**src/rtl/fir_mac_sequencer_pkg.sv**
```systemverilog
// Shared types and widths for the FIR MAC sequencer.
// The MAC itself is external; these widths describe its operands and accumulator.
package fir_mac_sequencer_pkg;

  localparam int unsigned SAMPLE_W        = 18;
  localparam int unsigned COEF_W          = 36;
  localparam int unsigned ACC_W           = 68;
  localparam int unsigned MAC_LAT_DEFAULT = 4;

  typedef enum logic [1:0] {
    StIdle  = 2'd0,
    StClear = 2'd1,
    StRun   = 2'd2,
    StDrain = 2'd3
  } state_e;

endpackage

```
**src/rtl/fir_sample_ring.sv**
```systemverilog
// Sample delay line: NTAPS-entry register file, one write port and one
// combinational read port. Asynchronous reset clears every entry.
module fir_sample_ring
  import fir_mac_sequencer_pkg::*;
#(
  parameter int unsigned NTAPS  = 16,
  parameter int unsigned ADDR_W = 4
) (
  input  logic                clock,
  input  logic                reset,
  input  logic                wr_en,
  input  logic [ADDR_W-1:0]   wr_addr,
  input  logic [SAMPLE_W-1:0] wr_data,
  input  logic [ADDR_W-1:0]   rd_addr,
  output logic [SAMPLE_W-1:0] rd_data
);

  logic [SAMPLE_W-1:0] mem_q [NTAPS];

  always_ff @(posedge clock or posedge reset) begin
    if (reset) begin
      for (int unsigned i = 0; i < NTAPS; i++) begin
        mem_q[i] <= '0;
      end
    end else if (wr_en) begin
      mem_q[wr_addr] <= wr_data;
    end
  end

  assign rd_data = mem_q[rd_addr];

endmodule

```
**src/rtl/fir_mac_sequencer.sv**
```systemverilog
// Runs an external 18x36 MAC as an NTAPS-tap direct-form FIR: accept a sample,
// clear the MAC, stream NTAPS operand pairs, wait out the MAC latency, capture.
module fir_mac_sequencer
  import fir_mac_sequencer_pkg::*;
#(
  parameter int unsigned NTAPS   = 16,
  parameter int unsigned ADDR_W  = 4,
  parameter int unsigned MAC_LAT = MAC_LAT_DEFAULT
) (
  input  logic                clock,
  input  logic                reset,
  input  logic [SAMPLE_W-1:0] sample_in,
  input  logic                sample_valid,
  output logic                sample_ready,
  output logic                overrun,
  output logic [ADDR_W-1:0]   coef_addr,
  input  logic [COEF_W-1:0]   coef_data,
  output logic                mac_clr,
  output logic [SAMPLE_W-1:0] mac_a,
  output logic [COEF_W-1:0]   mac_b,
  input  logic [ACC_W-1:0]    mac_out,
  output logic [ACC_W-1:0]    y_out,
  output logic                y_valid,
  output logic                busy
);

  localparam int unsigned CNT_MAX = (NTAPS > MAC_LAT) ? NTAPS : MAC_LAT;
  localparam int unsigned CNT_W   = $clog2(CNT_MAX + 1);
  localparam logic [ADDR_W-1:0] LastPtr   = ADDR_W'(NTAPS - 1);
  localparam logic [CNT_W-1:0]  LastTap   = CNT_W'(NTAPS - 1);
  localparam logic [CNT_W-1:0]  LastDrain = CNT_W'(MAC_LAT - 1);

  state_e              state_q, state_d;
  logic [ADDR_W-1:0]   wr_ptr_q, wr_ptr_d;
  logic [ADDR_W-1:0]   rd_ptr_q, rd_ptr_d;
  logic [CNT_W-1:0]    cnt_q, cnt_d;
  logic [ACC_W-1:0]    y_out_q;
  logic                y_valid_q, overrun_q, mac_clr_q;
  logic [SAMPLE_W-1:0] rd_sample;
  logic                accept, done;

  fir_sample_ring #(
    .NTAPS  (NTAPS),
    .ADDR_W (ADDR_W)
  ) u_ring (
    .clock   (clock),
    .reset   (reset),
    .wr_en   (accept),
    .wr_addr (wr_ptr_q),
    .wr_data (sample_in),
    .rd_addr (rd_ptr_q),
    .rd_data (rd_sample)
  );

  always_comb begin
    state_d      = state_q;
    wr_ptr_d     = wr_ptr_q;
    rd_ptr_d     = rd_ptr_q;
    cnt_d        = cnt_q;
    accept       = 1'b0;
    done         = 1'b0;
    sample_ready = 1'b0;
    busy         = 1'b1;
    coef_addr    = '0;
    mac_a        = '0;
    mac_b        = '0;
    unique case (state_q)
      StIdle: begin
        sample_ready = 1'b1;
        busy         = 1'b0;
        if (sample_valid) begin
          accept   = 1'b1;
          rd_ptr_d = wr_ptr_q;
          state_d  = StClear;
        end
      end
      StClear: begin
        cnt_d   = '0;
        state_d = StRun;
      end
      StRun: begin
        // ROM is one cycle behind its address, so present the next tap's address now
        mac_a     = rd_sample;
        mac_b     = coef_data;
        coef_addr = ADDR_W'(cnt_q + 1'b1);
        rd_ptr_d  = (rd_ptr_q == '0) ? LastPtr : rd_ptr_q - 1'b1;
        if (cnt_q == LastTap) begin
          cnt_d   = '0;
          state_d = StDrain;
        end else begin
          cnt_d = cnt_q + 1'b1;
        end
      end
      StDrain: begin
        if (cnt_q == LastDrain) begin
          done     = 1'b1;
          wr_ptr_d = (wr_ptr_q == LastPtr) ? '0 : wr_ptr_q + 1'b1;
          cnt_d    = '0;
          state_d  = StIdle;
        end else begin
          cnt_d = cnt_q + 1'b1;
        end
      end
      default: state_d = StIdle;
    endcase
  end

  always_ff @(posedge clock or posedge reset) begin
    if (reset) begin
      state_q   <= StIdle;
      wr_ptr_q  <= '0;
      rd_ptr_q  <= '0;
      cnt_q     <= '0;
      y_out_q   <= '0;
      y_valid_q <= 1'b0;
      overrun_q <= 1'b0;
      mac_clr_q <= 1'b1;
    end else begin
      state_q   <= state_d;
      wr_ptr_q  <= wr_ptr_d;
      rd_ptr_q  <= rd_ptr_d;
      cnt_q     <= cnt_d;
      y_valid_q <= done;
      if (done) begin
        y_out_q <= mac_out;
      end
      overrun_q <= sample_valid & ~sample_ready;
      mac_clr_q <= (state_d == StClear);
    end
  end

  assign y_out   = y_out_q;
  assign y_valid = y_valid_q;
  assign overrun = overrun_q;
  assign mac_clr = mac_clr_q;

endmodule

```
**config.mk**
```make
export PLATFORM = sky130hd
export DESIGN_NAME = fir_mac_sequencer
export DESIGN_NICKNAME = d
export VERILOG_FILES = /design/src/rtl/fir_mac_sequencer_pkg.sv /design/src/rtl/fir_sample_ring.sv /design/src/rtl/fir_mac_sequencer.sv
export SDC_FILE = /design/constraint.sdc
export NUM_CORES = 1
export LEC_CHECK = 0
export ABC_AREA = 0
export ABC_CLOCK_PERIOD_IN_PS = 31600
export BUFFER_PORTS_ARGS = -buffer_cell sky130_fd_sc_hd__buf_2
export CAP_MARGIN = 40
export CORE_ASPECT_RATIO = 1.4
export CORE_MARGIN = 8
export CORE_UTILIZATION = 50
export CTS_CLUSTER_DIAMETER = 200
export CTS_CLUSTER_SIZE = 16
export DETAILED_ROUTE_END_ITERATION = 8
export PLACE_DENSITY_LB_ADDON = 0.12
export SYNTH_ARGS = -nofsm -noshare
export SYNTH_HDL_FRONTEND = slang
export SYNTH_SLANG_ARGS = --single-unit
```
**constraint.sdc**
```tcl
create_clock -name clock -period 31.6 [get_ports clock]
set_clock_uncertainty 0.2 [all_clocks]
set_input_delay 4.74 -clock clock [delete_from_list [all_inputs] [get_ports clock]]
set_output_delay 4.74 -clock clock [all_outputs]
set_load 0.01 [all_outputs]
```
==> results by stage <==
Drt:
- The detail route stage leaves a number of antenna-violating nets equal to 0.
- The average via count per standard cell is ~5.7.
- The wire length after detailed routing is between 40000 and 50000 um.
- In the final routed layout, each cell accounts on average for 23.0 um.
- The routed layout has around 10000 vias.
- The detailed router's first-iteration violation count is between 500 and 600.
- In the routed design, unresolved DRC markers number 0.
- The first-pass detailed-route iteration total is 5.

Layout:
- The number of diodes added for antenna fixing is 0.
- The fraction of final layout cells sized beyond drive strength 1 is a little over half.
- The net count of the finished layout is between 1000 and 1500.
- The library cells used most frequently in the layout, excluding fill and tap cells, are dfrtp_1 (371), mux2_2 (346), buf_2 (255), mux4_2 (54), mux2i_1 (47).
- Counting the fill cells in the layout gives between 2000 and 3000.
- The leading cell type in the layout, fill and taps excluded is dfrtp_1.
- The area growth from synthesis to layout is 13.9%.
- The post-route cell area is just under 20000 um^2.

Floorplanning:
- The full die area is 39900 um^2.
- Row generation in the floorplan step produced between 70 and 80 rows.
- The number of primary I/O pins is between 200 and 300.
- The width of the die is 171 um.
- The core footprint is 33200 um^2.
- The overall die height is about 230 um.
- For this configuration, the core starts out at a cell density of approximately half.

Outcome:
- The run finished with clean final reports.

Power:
- Cell internal power was estimated by the tool at ~0.00097 W.
- The total power after layout is around 0.0015 W.
- The total power density per cell area is about 76 nW/um^2.
- Net switching is 33.7% of the power.
- Per report_power, the sequential group accounts for 43.9% of the total.
- The leakage power of the design is ~9.7 nW.
- The part of the power in the clock network is between 20 and 25%.
- The worst-case IR drop observed on VDD is between 0.05 and 0.06 mV.
- The fraction of power consumed by combinational cells is approximately a third.
- In this run the power spent charging and discharging nets is ~0.00049 W.

Timing:
- The worst pin sits at a relative slew slack of between 20% and 30%.
- The number of hold violations in the final report was 0.
- The final count of negative-setup-slack endpoints is 0.
- Adding up every negative setup slack in the final design gives 0 ns.
- Setup repair after global routing left no endpoint under its margin.
- The slew at the pin closest to its max-slew limit is around 1.1 ns.
- The shortest period the worst path allows is approximately 10 ns.
- The final critical path takes up a little under a third of the cycle.
- For this run, the top clock speed supported by timing is between 0.09 and 0.1 GHz.
- The max-slew violation count is 0.

Synthesis:
- The number of synthesized flops with an enable pin is 0.
- The count of different cell masters after synthesis is 45.
- After synthesis the netlist holds a flip-flop and latch count of 374.
- The most used flip-flop cell after synthesis is dfrtp_1.
- The synthesized design devotes to its leading area cell type between 50% and 60% of total area.
- The post-synthesis instance total is between 1000 and 1500.
- The Yosys step of the flow raised 0 warnings.
- Sequential cells were found to cover 55.5% of the synthesized design area.
- Each instance of the synthesized netlist takes up on average 15.0 um^2.
- Synthesis produced a netlist with a net count of around 1300.
- Sorting the synthesized cells by area gives the leading types as dfrtp_1 (55%), mux2_2 (23%), mux4_2 (7.2%), mux2i_1 (2.8%), and2_1 (1.5%).
- The largest total area in the synthesized netlist belongs to dfrtp_1.
- The share of async-settable or async-resettable flops after synthesis is 100%.
- Summing every instance area after synthesis gives ~17000 um^2.

Setup path:
- The arrival time of data at the critical path endpoint is 5.10 ns.
- At the worst endpoint, the required time is 26.66 ns.
- STA classifies the critical path startpoint as a primary input.
- In this run the worst path has a maximum fanout of 1.
- The worst reg-to-reg setup slack is 28.52 ns.
- The nature of the critical path endpoint is an output pin.
- By startpoint and endpoint, the worst setup path is classified as in -> out.

Global routing:
- Global routing finished with a remaining overflow of 0.
- The number of antenna violations at the first check in global routing is 4.
- Entering global routing, the biggest net connects ~200 pins.
- The first global-routing pass estimated between 60000 and 70000 um of wire.
- The via count of the first global-routing pass came to about 11000.
- The overall global routing resource usage is 21.0%.

Clock network:
- The tree built by TritonCTS fans out to between 300 and 400 sinks.
- The longest clock path from root to sink contains 3 buffers.
- The post-CTS clock slew at the launch and capture registers of the worst setup and hold paths is 0.07 ns.
- The number of clock buffers added by TritonCTS is 27.
- The TritonCTS clock tree is built.
- The number of instances resized during post-cts repair is 0.
- The clock root buffer master is clkbuf_16.
- Post-CTS timing repair inserted 0 buffers for setup.
- The CTS H-tree depth is 1.
- The source-to-sink clock delay at the later pin of the worst-skew pair is 0.56 ns.
- In this run, post-CTS hold repair placed 0 buffers.

Worst hold path:
- The worst min-delay path category is reg -> reg.

Placed design:
- The last weighted congestion value of the routability-driven placer is 0.727.
- Summed over all nets, the half-perimeter wirelength after detailed placement is 26200 um.
- Input and output buffers added on the ports amount to around 260.
- In this run the cell area measured after placement is 18500 um^2.

Run:
- The max capacitance violation total is 0.
synth_stat cells, drive strengths merged (2+ instances only):
library cell  count
dfrtp           373
mux2            356
mux4             54
mux2i            47
buf              43
and2             40
clkbuf           39
nand2            26
a22oi            20
a22o             14
and3             13
nor2             12
a221o            11
nand3            11
inv              10
ha                9
a21oi             7
o22ai             6
o21ai             5
nand2b            4
nor2b             4
a21o              2
clkinv            2
nor3              2
o311a             2
xnor2             2
registers in the layout, indices dropped and copies added (netlist names):
register / cells
u_ring.mem_q: 288
rd_ptr_q: 4
cnt_q: 5
wr_ptr_q: 4
y_valid: 1
mac_clr: 1
state_q: 2
overrun: 1
y_out: 68
power by group through the flow:
stage / sequential [W] / clock [W] / combinational, W
finish: 0.000640 / 0.000317 / 0.000501
global route: 0.000655 / 0.000343 / 0.000544
CTS: 0.000641 / 0.000329 / 0.000511
detailed placement: 0.000649 / 0 / 0.000510
global placement: 0.000644 / 0 / 0.000495
floorplan: 0.000638 / 0 / 0.000329
metrics by stage:
step | util [%] | hold WS [ns] | instances | setup slack [ns]
after floorplan | - | 0.259 | 1123 | 16.27
after global placement | 55.5 | 0.271 | 1754 | 21.56
after detailed placement | 55.7 | 0.279 | 1757 | 21.56
after CTS | 57.8 | 0.296 | 1795 | 21.56
after global routing | 57.8 | 0.300 | 1795 | 21.54
final | 57.8 | 0.291 | 1795 | 21.56
cell families (layout without fill, tap and decap cells):
logic type | Yosys count | count (layout) | synth area share, %
DFF | 374 | 374 | 55.5
and+or+nand+nor | 116 | 116 | 4.13
muxes | 457 | 457 | 33.8
adders and majority gates | 9 | 9 | 0.668
AOI/OAI and AO/OA | 70 | 70 | 3.19
xor gates and xnor gates | 3 | 3 | 0.156
buffers and inverters | 94 | 321 | 2.57
routing by layer:
metal | up-vias | wire [um] | track usage, %
met5 | - | 13 | 0
met4 | 2 | 823 | 4.90
met3 | 52 | 2990 | 4.26
met2 | 325 | 20000 | 35.4
met1 | 5282 | 17500 | 27.5
li1 | 4532 | - | -
final timing paths:
path | startpoint | cells after the start | end
max reg2reg | cnt_q[0]$_DFFE_PP0N_ | 5 | y_out[8]$_DFFE_PP0P_
min in group asynchronous | reset | 2 | y_out[42]$_DFFE_PP0P_
min reg2reg | u_ring.mem_q[35]$_DFFE_PP0P_ | 1 | u_ring.mem_q[35]$_DFFE_PP0P_
min | u_ring.mem_q[35]$_DFFE_PP0P_ | 1 | u_ring.mem_q[35]$_DFFE_PP0P_
max | coef_data[14] | 3 | mac_b[14]
max in group asynchronous | reset | 3 | u_ring.mem_q[241]$_DFFE_PP0P_
worst max-delay path, stage by stage:
cell and delay, ns:
buf_2 0.10, and2_1 0.13, buf_2 0.13
layout make-up:
cell class	count	area, um^2	area share [%]
Tap cell	445	557	2.90
Inverter	12	52.6	0.274
Clock buffer	37	713	3.71
Timing Repair Buffer	271	1430	7.45
Clock inverter	1	11.3	0.0586
Multi-Input combinational cell	655	7080	36.9
Sequential cell	374	9370	48.7
Power figures use the tool's default switching activity.
